--- config.mk ---
export PLATFORM = sky130hd
export DESIGN_NAME = input_logic
export DESIGN_NICKNAME = d
export VERILOG_FILES = /design/src/rtl/input_logic.sv
export SDC_FILE = /design/constraint.sdc
export NUM_CORES = 1
export LEC_CHECK = 0
export CORE_AREA = 2 2 86 88
export DETAILED_ROUTE_END_ITERATION = 8
export DIE_AREA = 0 0 88 90
export PLACE_DENSITY = 0.68
export SYNTH_ARGS = -nofsm -noshare
export SYNTH_HDL_FRONTEND = slang
export SYNTH_SLANG_ARGS = --single-unit
--- constraint.sdc ---
create_clock -name CLK -period 1.69 [get_ports CLK]
set_input_delay 0.507 -clock CLK [delete_from_list [all_inputs] [get_ports CLK]]
set_output_delay 0.507 -clock CLK [all_outputs]
set_load 0.005 [all_outputs]
--- src/rtl/input_logic.sv ---
// User-input front end: synchronises and debounces the execute/peek buttons,
// samples the slide switches and issues one EXEC strobe per accepted press.
module input_logic #(
    parameter int unsigned DEBOUNCE_CYCLES = 500000,
    parameter int unsigned SYNC_STAGES     = 2
) (
    input  logic        CLK,
    input  logic        RST,
    input  logic [9:0]  SW,
    input  logic        KEY0b,
    input  logic        KEY1b,
    input  logic        DONE,
    output logic [9:0]  DIN,
    output logic        EXEC,
    output logic        PEEKb,
    output logic        BUSY
);

    localparam int unsigned SW_W  = 10;
    localparam int unsigned NKEY  = 2;
    localparam int unsigned CNT_W = $clog2(DEBOUNCE_CYCLES + 1);

    typedef enum logic [1:0] {
        ST_IDLE  = 2'd0,
        ST_ISSUE = 2'd1,
        ST_HOLD  = 2'd2
    } state_t;

    logic [NKEY-1:0]  r_key_sync [SYNC_STAGES];
    logic [SW_W-1:0]  r_sw_sync  [SYNC_STAGES];
    logic [NKEY-1:0]  w_key;
    logic [SW_W-1:0]  w_sw;

    logic [CNT_W-1:0] r_cnt [NKEY];
    logic [NKEY-1:0]  r_stable;
    logic             w_press;

    state_t           r_state;
    state_t           w_state_nxt;
    logic             r_exec;
    logic             w_exec_nxt;
    logic             r_busy;
    logic             w_busy_nxt;
    logic [SW_W-1:0]  r_din;
    logic [SW_W-1:0]  w_din_nxt;
    logic             r_peek;

    // Synchroniser chains; bit 0 = KEY0b, bit 1 = KEY1b
    always_ff @(posedge CLK) begin
        if (RST) begin
            for (int unsigned i = 0; i < SYNC_STAGES; i++) begin
                r_key_sync[i] <= '1;
                r_sw_sync[i]  <= '0;
            end
        end else begin
            r_key_sync[0] <= {KEY1b, KEY0b};
            r_sw_sync[0]  <= SW;
            for (int unsigned i = 1; i < SYNC_STAGES; i++) begin
                r_key_sync[i] <= r_key_sync[i-1];
                r_sw_sync[i]  <= r_sw_sync[i-1];
            end
        end
    end

    assign w_key = r_key_sync[SYNC_STAGES-1];
    assign w_sw  = r_sw_sync[SYNC_STAGES-1];

    // Stable level flips only after DEBOUNCE_CYCLES consecutive disagreeing edges
    always_ff @(posedge CLK) begin
        if (RST) begin
            r_stable <= '1;
            for (int unsigned k = 0; k < NKEY; k++) begin
                r_cnt[k] <= '0;
            end
        end else begin
            for (int unsigned k = 0; k < NKEY; k++) begin
                if (w_key[k] == r_stable[k]) begin
                    r_cnt[k] <= '0;
                end else if (r_cnt[k] == CNT_W'(DEBOUNCE_CYCLES - 1)) begin
                    r_stable[k] <= w_key[k];
                    r_cnt[k]    <= '0;
                end else begin
                    r_cnt[k] <= r_cnt[k] + CNT_W'(1);
                end
            end
        end
    end

    assign w_press = ~r_stable[0];

    always_ff @(posedge CLK) begin
        if (RST) begin
            r_state <= ST_IDLE;
            r_exec  <= 1'b0;
            r_busy  <= 1'b0;
            r_din   <= '0;
            r_peek  <= 1'b0;
        end else begin
            r_state <= w_state_nxt;
            r_exec  <= w_exec_nxt;
            r_busy  <= w_busy_nxt;
            r_din   <= w_din_nxt;
            r_peek  <= ~r_stable[1];
        end
    end

    // A press is consumed once (issued or discarded) and owned until release
    always_comb begin
        w_state_nxt = r_state;
        w_exec_nxt  = 1'b0;
        w_busy_nxt  = r_busy;
        w_din_nxt   = r_din;
        case (r_state)
            ST_IDLE: begin
                w_busy_nxt = 1'b0;
                if (w_press) begin
                    w_busy_nxt = 1'b1;
                    if (DONE) begin
                        w_state_nxt = ST_ISSUE;
                        w_exec_nxt  = 1'b1;
                        w_din_nxt   = w_sw;
                    end else begin
                        w_state_nxt = ST_HOLD;
                    end
                end
            end
            ST_ISSUE: begin
                w_state_nxt = ST_HOLD;
                w_busy_nxt  = 1'b1;
            end
            ST_HOLD: begin
                w_busy_nxt = 1'b1;
                if (!w_press) begin
                    w_state_nxt = ST_IDLE;
                    w_busy_nxt  = 1'b0;
                end
            end
            default: begin
                w_state_nxt = ST_IDLE;
                w_busy_nxt  = 1'b0;
            end
        endcase
    end

    assign DIN   = r_din;
    assign EXEC  = r_exec;
    assign BUSY  = r_busy;
    assign PEEKb = r_peek;

endmodule

Yosys cells after proc, flatten, opt, wreduce, memory -nomap -nowiden
Memory sizes are Yosys's and may differ from the RTL's. A register that Yosys moved wholly into a read port is not among the register bits.
Index checks and enable logic that the tools add are counted.
{"block": "word_totals", "reg_bits": 7, "latchBits": 0, "mem_bits_rw": 62, "romBits": 0, "output_inout_bits": 13, "n_memories": 3}
{"name": "r_cnt", "depth": 2, "width": 19, "read_ports": 2, "rd_clocked_by_memory_dff": 0, "wr": 2, "line": "34", "text": "logic [CNT_W-1:0] r_cnt [NKEY];"}
{"name": "r_sw_sync", "depth": 2, "width": 10, "read_ports": 2, "rd_clocked_by_memory_dff": 1, "wr": 2, "line": "30", "text": "logic [SW_W-1:0] r_sw_sync [SYNC_STAGES];"}
{"name": "r_key_sync", "depth": 2, "width": 2, "read_ports": 2, "rd_clocked_by_memory_dff": 0, "wr": 2, "line": "29", "text": "logic [NKEY-1:0] r_key_sync [SYNC_STAGES];"}
{"block": "classes", "addsub": 2, "multipliers": 0, "div_mod_pow": 0, "n_lt_le_gt_ge": 0, "n_eq_ne": 8, "n_shift": 0, "mux": 42, "n_bitwise": 15, "n_reduce_logical": 7}
{"cell": "$mux 19", "count": 6}
{"cell": "$add 19x1->19 const B", "count": 2}
{"cell": "$eq 19x19->1 const B", "count": 2}
{"cell": "$mux 1", "count": 27}
{"cell": "$mux 10", "count": 2}
{"cell": "$mux 2", "count": 5}
{"cell": "$or 1x1->1", "count": 10}
{"cell": "$pmux 2 s3", "count": 1}
{"cell": "$reduce_and 2->1", "count": 3}
{"cell": "$not 1->1", "count": 5}
{"cell": "$ne 2x2->1 const B", "count": 2}
{"cell": "$reduce_and 3->1", "count": 1}
{"cell": "$reduce_or 3->1", "count": 1}
{"cell": "$eq 1x1->1", "count": 2}
{"cell": "$eq 2x1->1 const B", "count": 1}
{"cell": "$eq 2x2->1 const B", "count": 1}
{"cell": "$logic_not 2->1", "count": 1}
{"cell": "$pmux 1 s2", "count": 1}
{"cell": "$reduce_or 2->1", "count": 1}

Logic depth before layout (Yosys ltp)
{"block": "logic_depth", "ltp_word": 7, "ltp_mapped": 7, "mapped_depth_nobuf": 5}

Worst setup path after synthesis
No wires, ideal clock.
{"block": "synth_timing", "path_kind": "flip-flop to flip-flop", "start": "mem r_cnt[1][0] (netlist name)", "end": "mem r_cnt[1][18] (netlist name) (data pin)", "setup_time_ns": 0.146, "arrival_ns": 1.710, "required_ns": 1.544, "setup_slack_ns": -0.166, "stages_incl_launch_ff": 6, "synth_period_minus_slack_ns": 1.856, "cell_sequence": "edfxtp_1 > ha_1 > nand4_2 > or4_1 > or3_1 > a21oi_1"}
{"item": "from (decl)", "line": "34"}

==> impl_metrics.env <==
export IMPL_status="finished with violations"
export IMPL_violations="negative setup slack"
export IMPL_grt_total_usage_pct=17.2
export IMPL_htree_levels=3
export IMPL_drt_total_wl_um=6320
export IMPL_drv_slew=0
export IMPL_fmax_mhz=557
export IMPL_worstSkewPairLatency_ns=0.34
export IMPL_clockPowerShare_pct=37.4
export IMPL_clk_path_buf_depth=2
export IMPL_synth_ff_type="dfxtp_1"
export IMPL_finalHoldViolations=0
export IMPL_first_pass_iters=4
export IMPL_wire_per_inst_um=11.5
export IMPL_async_flop_share_pct=0
export IMPL_num_io_pins=28
export IMPL_dp_hpwl_um=4620
export IMPL_syn_avg_cell_area_um2=10.6
export IMPL_start_util_pct=47.9
export IMPL_p_leak_nw=1.83
export IMPL_avgViaCountPerCell=4.73
export IMPL_synth_edff_count=38
export IMPL_finalSetupTns_ns=-0.192
export IMPL_start_kind="flop"
export IMPL_cts_inserted_buffers=9
export IMPL_n_antenna_cell=0
export IMPL_worst_setup_path_end_kind="flop"
export IMPL_die_h_um=90
export IMPL_num_vias=2595
export IMPL_setup_ws_ns=-0.104
export IMPL_cp_required_ns=1.89
export IMPL_synth_area_leaders="edfxtp_1 34%, dfxtp_1 24%, xor2_1 4.9%"
export IMPL_ys_types=42
export IMPL_p_sw_uw=890
export IMPL_netlist_top_cells_count="41 x dfxtp_1, 38 x edfxtp_1, 37 x nor2_1"
export IMPL_core_area_um2=7020
export IMPL_num_rows=31
export IMPL_first_iter_violations=107
export IMPL_synth_top_cell_area_share_pct=33.9
export IMPL_hp_class="reg2reg"
export IMPL_synth_warnings=0
export IMPL_cts_sinks=79
export IMPL_die_w_um=88
export IMPL_path_max_fanout=2
export IMPL_min_period_ns=1.79
export IMPL_first_global_vias=2567
export IMPL_synth_seq_area_share_pct=58.3
export IMPL_p_comb_share_pct=6.3
export IMPL_nFillCells=552
export IMPL_clock_skew_ns=0.00774
export IMPL_ys_seq_elements=79
export IMPL_vdd_drop_max_mv=0.554
export IMPL_grt_pass1_wl_um=10700
export IMPL_setup_viol=3
export IMPL_ant_nets=0
export IMPL_synth_cells=317
export IMPL_grt_ovfl_total=0
export IMPL_critPathKind="reg2reg"
export IMPL_cts_root_buffer="clkbuf_8"
export IMPL_grt_start_max_net_pins=21
export IMPL_antenna_found_initial=0
export IMPL_min_period_over_period_pct=106
export IMPL_cap_viol_max_count=0
export IMPL_clk_pin_slew_ns=0.08
export IMPL_yosys_cell_count_top_type="dfxtp_1"
export IMPL_syn2layout_area_growth_pct=39.8
export IMPL_gp_congestion=0.863
export IMPL_cts_tree="done"
export IMPL_dieArea_um2=7920
export IMPL_worst_ep_arrival_time_ns=2.00
export IMPL_intPower_mw=2.86
export IMPL_seqPwrFrac_pct=56.3
export IMPL_placed_area_um2=4380
export IMPL_nets=462
export IMPL_power_density_nw_per_um2=797
export IMPL_synth_top_cell_by_area="edfxtp_1"
export IMPL_swShare_pct=23.7
export IMPL_port_buffers=27
export IMPL_syn_area_um2=3360
export IMPL_drive_above_1_share_pct=24.9
export IMPL_drc=0
export IMPL_design_area_um2=4700
export IMPL_rsz0062_at_grt="true"
==> path summary, 6_finish.rpt <==
| check | depth (start not counted) | startpoint | to | slack (ns) |
|---|---|---|---|---|
| setup / recovery | 5 | r_cnt[1][0]$_SDFFCE_PN0P_ | r_cnt[1][18]$_SDFFCE_PN0P_ | -0.10 |
| setup reg to reg | 5 | r_cnt[1][0]$_SDFFCE_PN0P_ | r_cnt[1][18]$_SDFFCE_PN0P_ | -0.10 |
| hold / removal | 1 | r_key_sync[0][1]$_SDFF_PP1_ | r_key_sync[0][3]$_SDFF_PP1_ | 0.41 |
| hold reg to reg | 1 | r_key_sync[0][1]$_SDFF_PP1_ | r_key_sync[0][3]$_SDFF_PP1_ | 0.41 |
==> placed cells by master (no fill, tap or decap), drive strengths merged, types with 2 or more instances in the layout <==
cell and n:
or4 3, nand3 16, dfxtp 41, ha 2, buf 64, nand2 34, edfxtp 38, xor2 19
and2 2, nor2 37, nor2b 21, nor3 3, nor4 3, a21oi 17, conb 38, nand4 12
inv 10, nand3b 2, dlygate4sd2 12, o211ai 3, nor4b 5, xnor2 10, or2 5, o21ai 7
and4 6, nor3b 2, clkbuf 10, clkdlybuf4s50 14, or3 4
==> routing by layer <==
| metal | GRT usage (%) | part of all wire (%) | wire [um] |
|---|---|---|---|
| met3 | 4.50 | 3.1 | 198 |
| met5 | 0 | 0 | 0 |
| met1 | 20.5 | 45 | 2830 |
| met2 | 28.7 | 50 | 3160 |
| met4 | 7.56 | 2.0 | 126 |
==> area by class of cell <==
type                    count  area (um2)  share of cell area, %
clock buffers              10         149                   3.17
clock inverters             6        56.3                   1.20
inverters                   5        18.8                  0.399
multi-input cells         259        1620                   34.4
flip-flops and latches     79        1970                   41.8
well taps                  99         124                   2.63
repair buffers             91         771                   16.4
==> critical path, cell delays in order, from the launching register on <==
cell	delay, ns
edfxtp_1	0.41
ha_4	0.17
nand4_4	0.10
or4_4	0.53
or3_4	0.34
a21oi_2	0.12
==> metrics by stage <==
| stage | cells | total power, mW | hold WS (ns) | util [%] | worst slack [ns] |
|---|---|---|---|---|---|
| after floorplan | 354 | 2.26 | 0.389 | - | -0.0770 |
| after global placement | 530 | 2.37 | 0.394 | 62.4 | -0.0924 |
| after detailed placement | 530 | 2.38 | 0.396 | 62.4 | -0.108 |
| after CTS | 546 | 3.79 | 0.416 | 65.6 | -0.0867 |
| after global routing | 549 | 3.90 | 0.422 | 67.0 | -0.140 |
| final | 549 | 3.75 | 0.415 | 67.0 | -0.104 |
==> sequential cells by signal, summed over array words and instances, names as in the netlist <==
register	count
r_stable	2
r_cnt	38
r_state	2
r_sw_sync	20
BUSY	1
EXEC	1
r_key_sync	4
DIN	10
PEEKb	1
==> what timing repair did <==
| item | 4_1_cts | 5_1_grt |
|---|---|---|
| pin swaps | 4 | 3 |
| cloned | 0 | 0 |
| resized for setup | 23 | 18 |
| setup endpoints to repair | 48 | 37 |
| hold buffers | 0 | 0 |
| buffers inserted | 0 | 3 |
==> cell families (layout without fill, tap and decap cells) <==
family / after synthesis / after routing / synth area share [%]
adders and majority gates: 2 / 2 / 0.744
buffers and inverters: 16 / 112 / 2.05
DFF: 79 / 79 / 58.3
AOI/OAI and AO/OA: 32 / 32 / 5.69
and+or+nand+nor: 158 / 158 / 25.5
xor gates and xnor gates: 29 / 29 / 7.55
other: 1 / 38 / 0.112
==> power by group through the flow <==
stage          clock network, mW  registers [mW]  logic [mW]
2_1_floorplan                  0            2.15       0.106
3_3_place_gp                   0            2.15       0.220
3_5_place_dp                   0            2.15       0.223
4_1_cts                     1.45            2.11       0.227
5_1_grt                     1.52            2.12       0.266
6_report                    1.40            2.11       0.236
(Power assumes the default switching activity.)
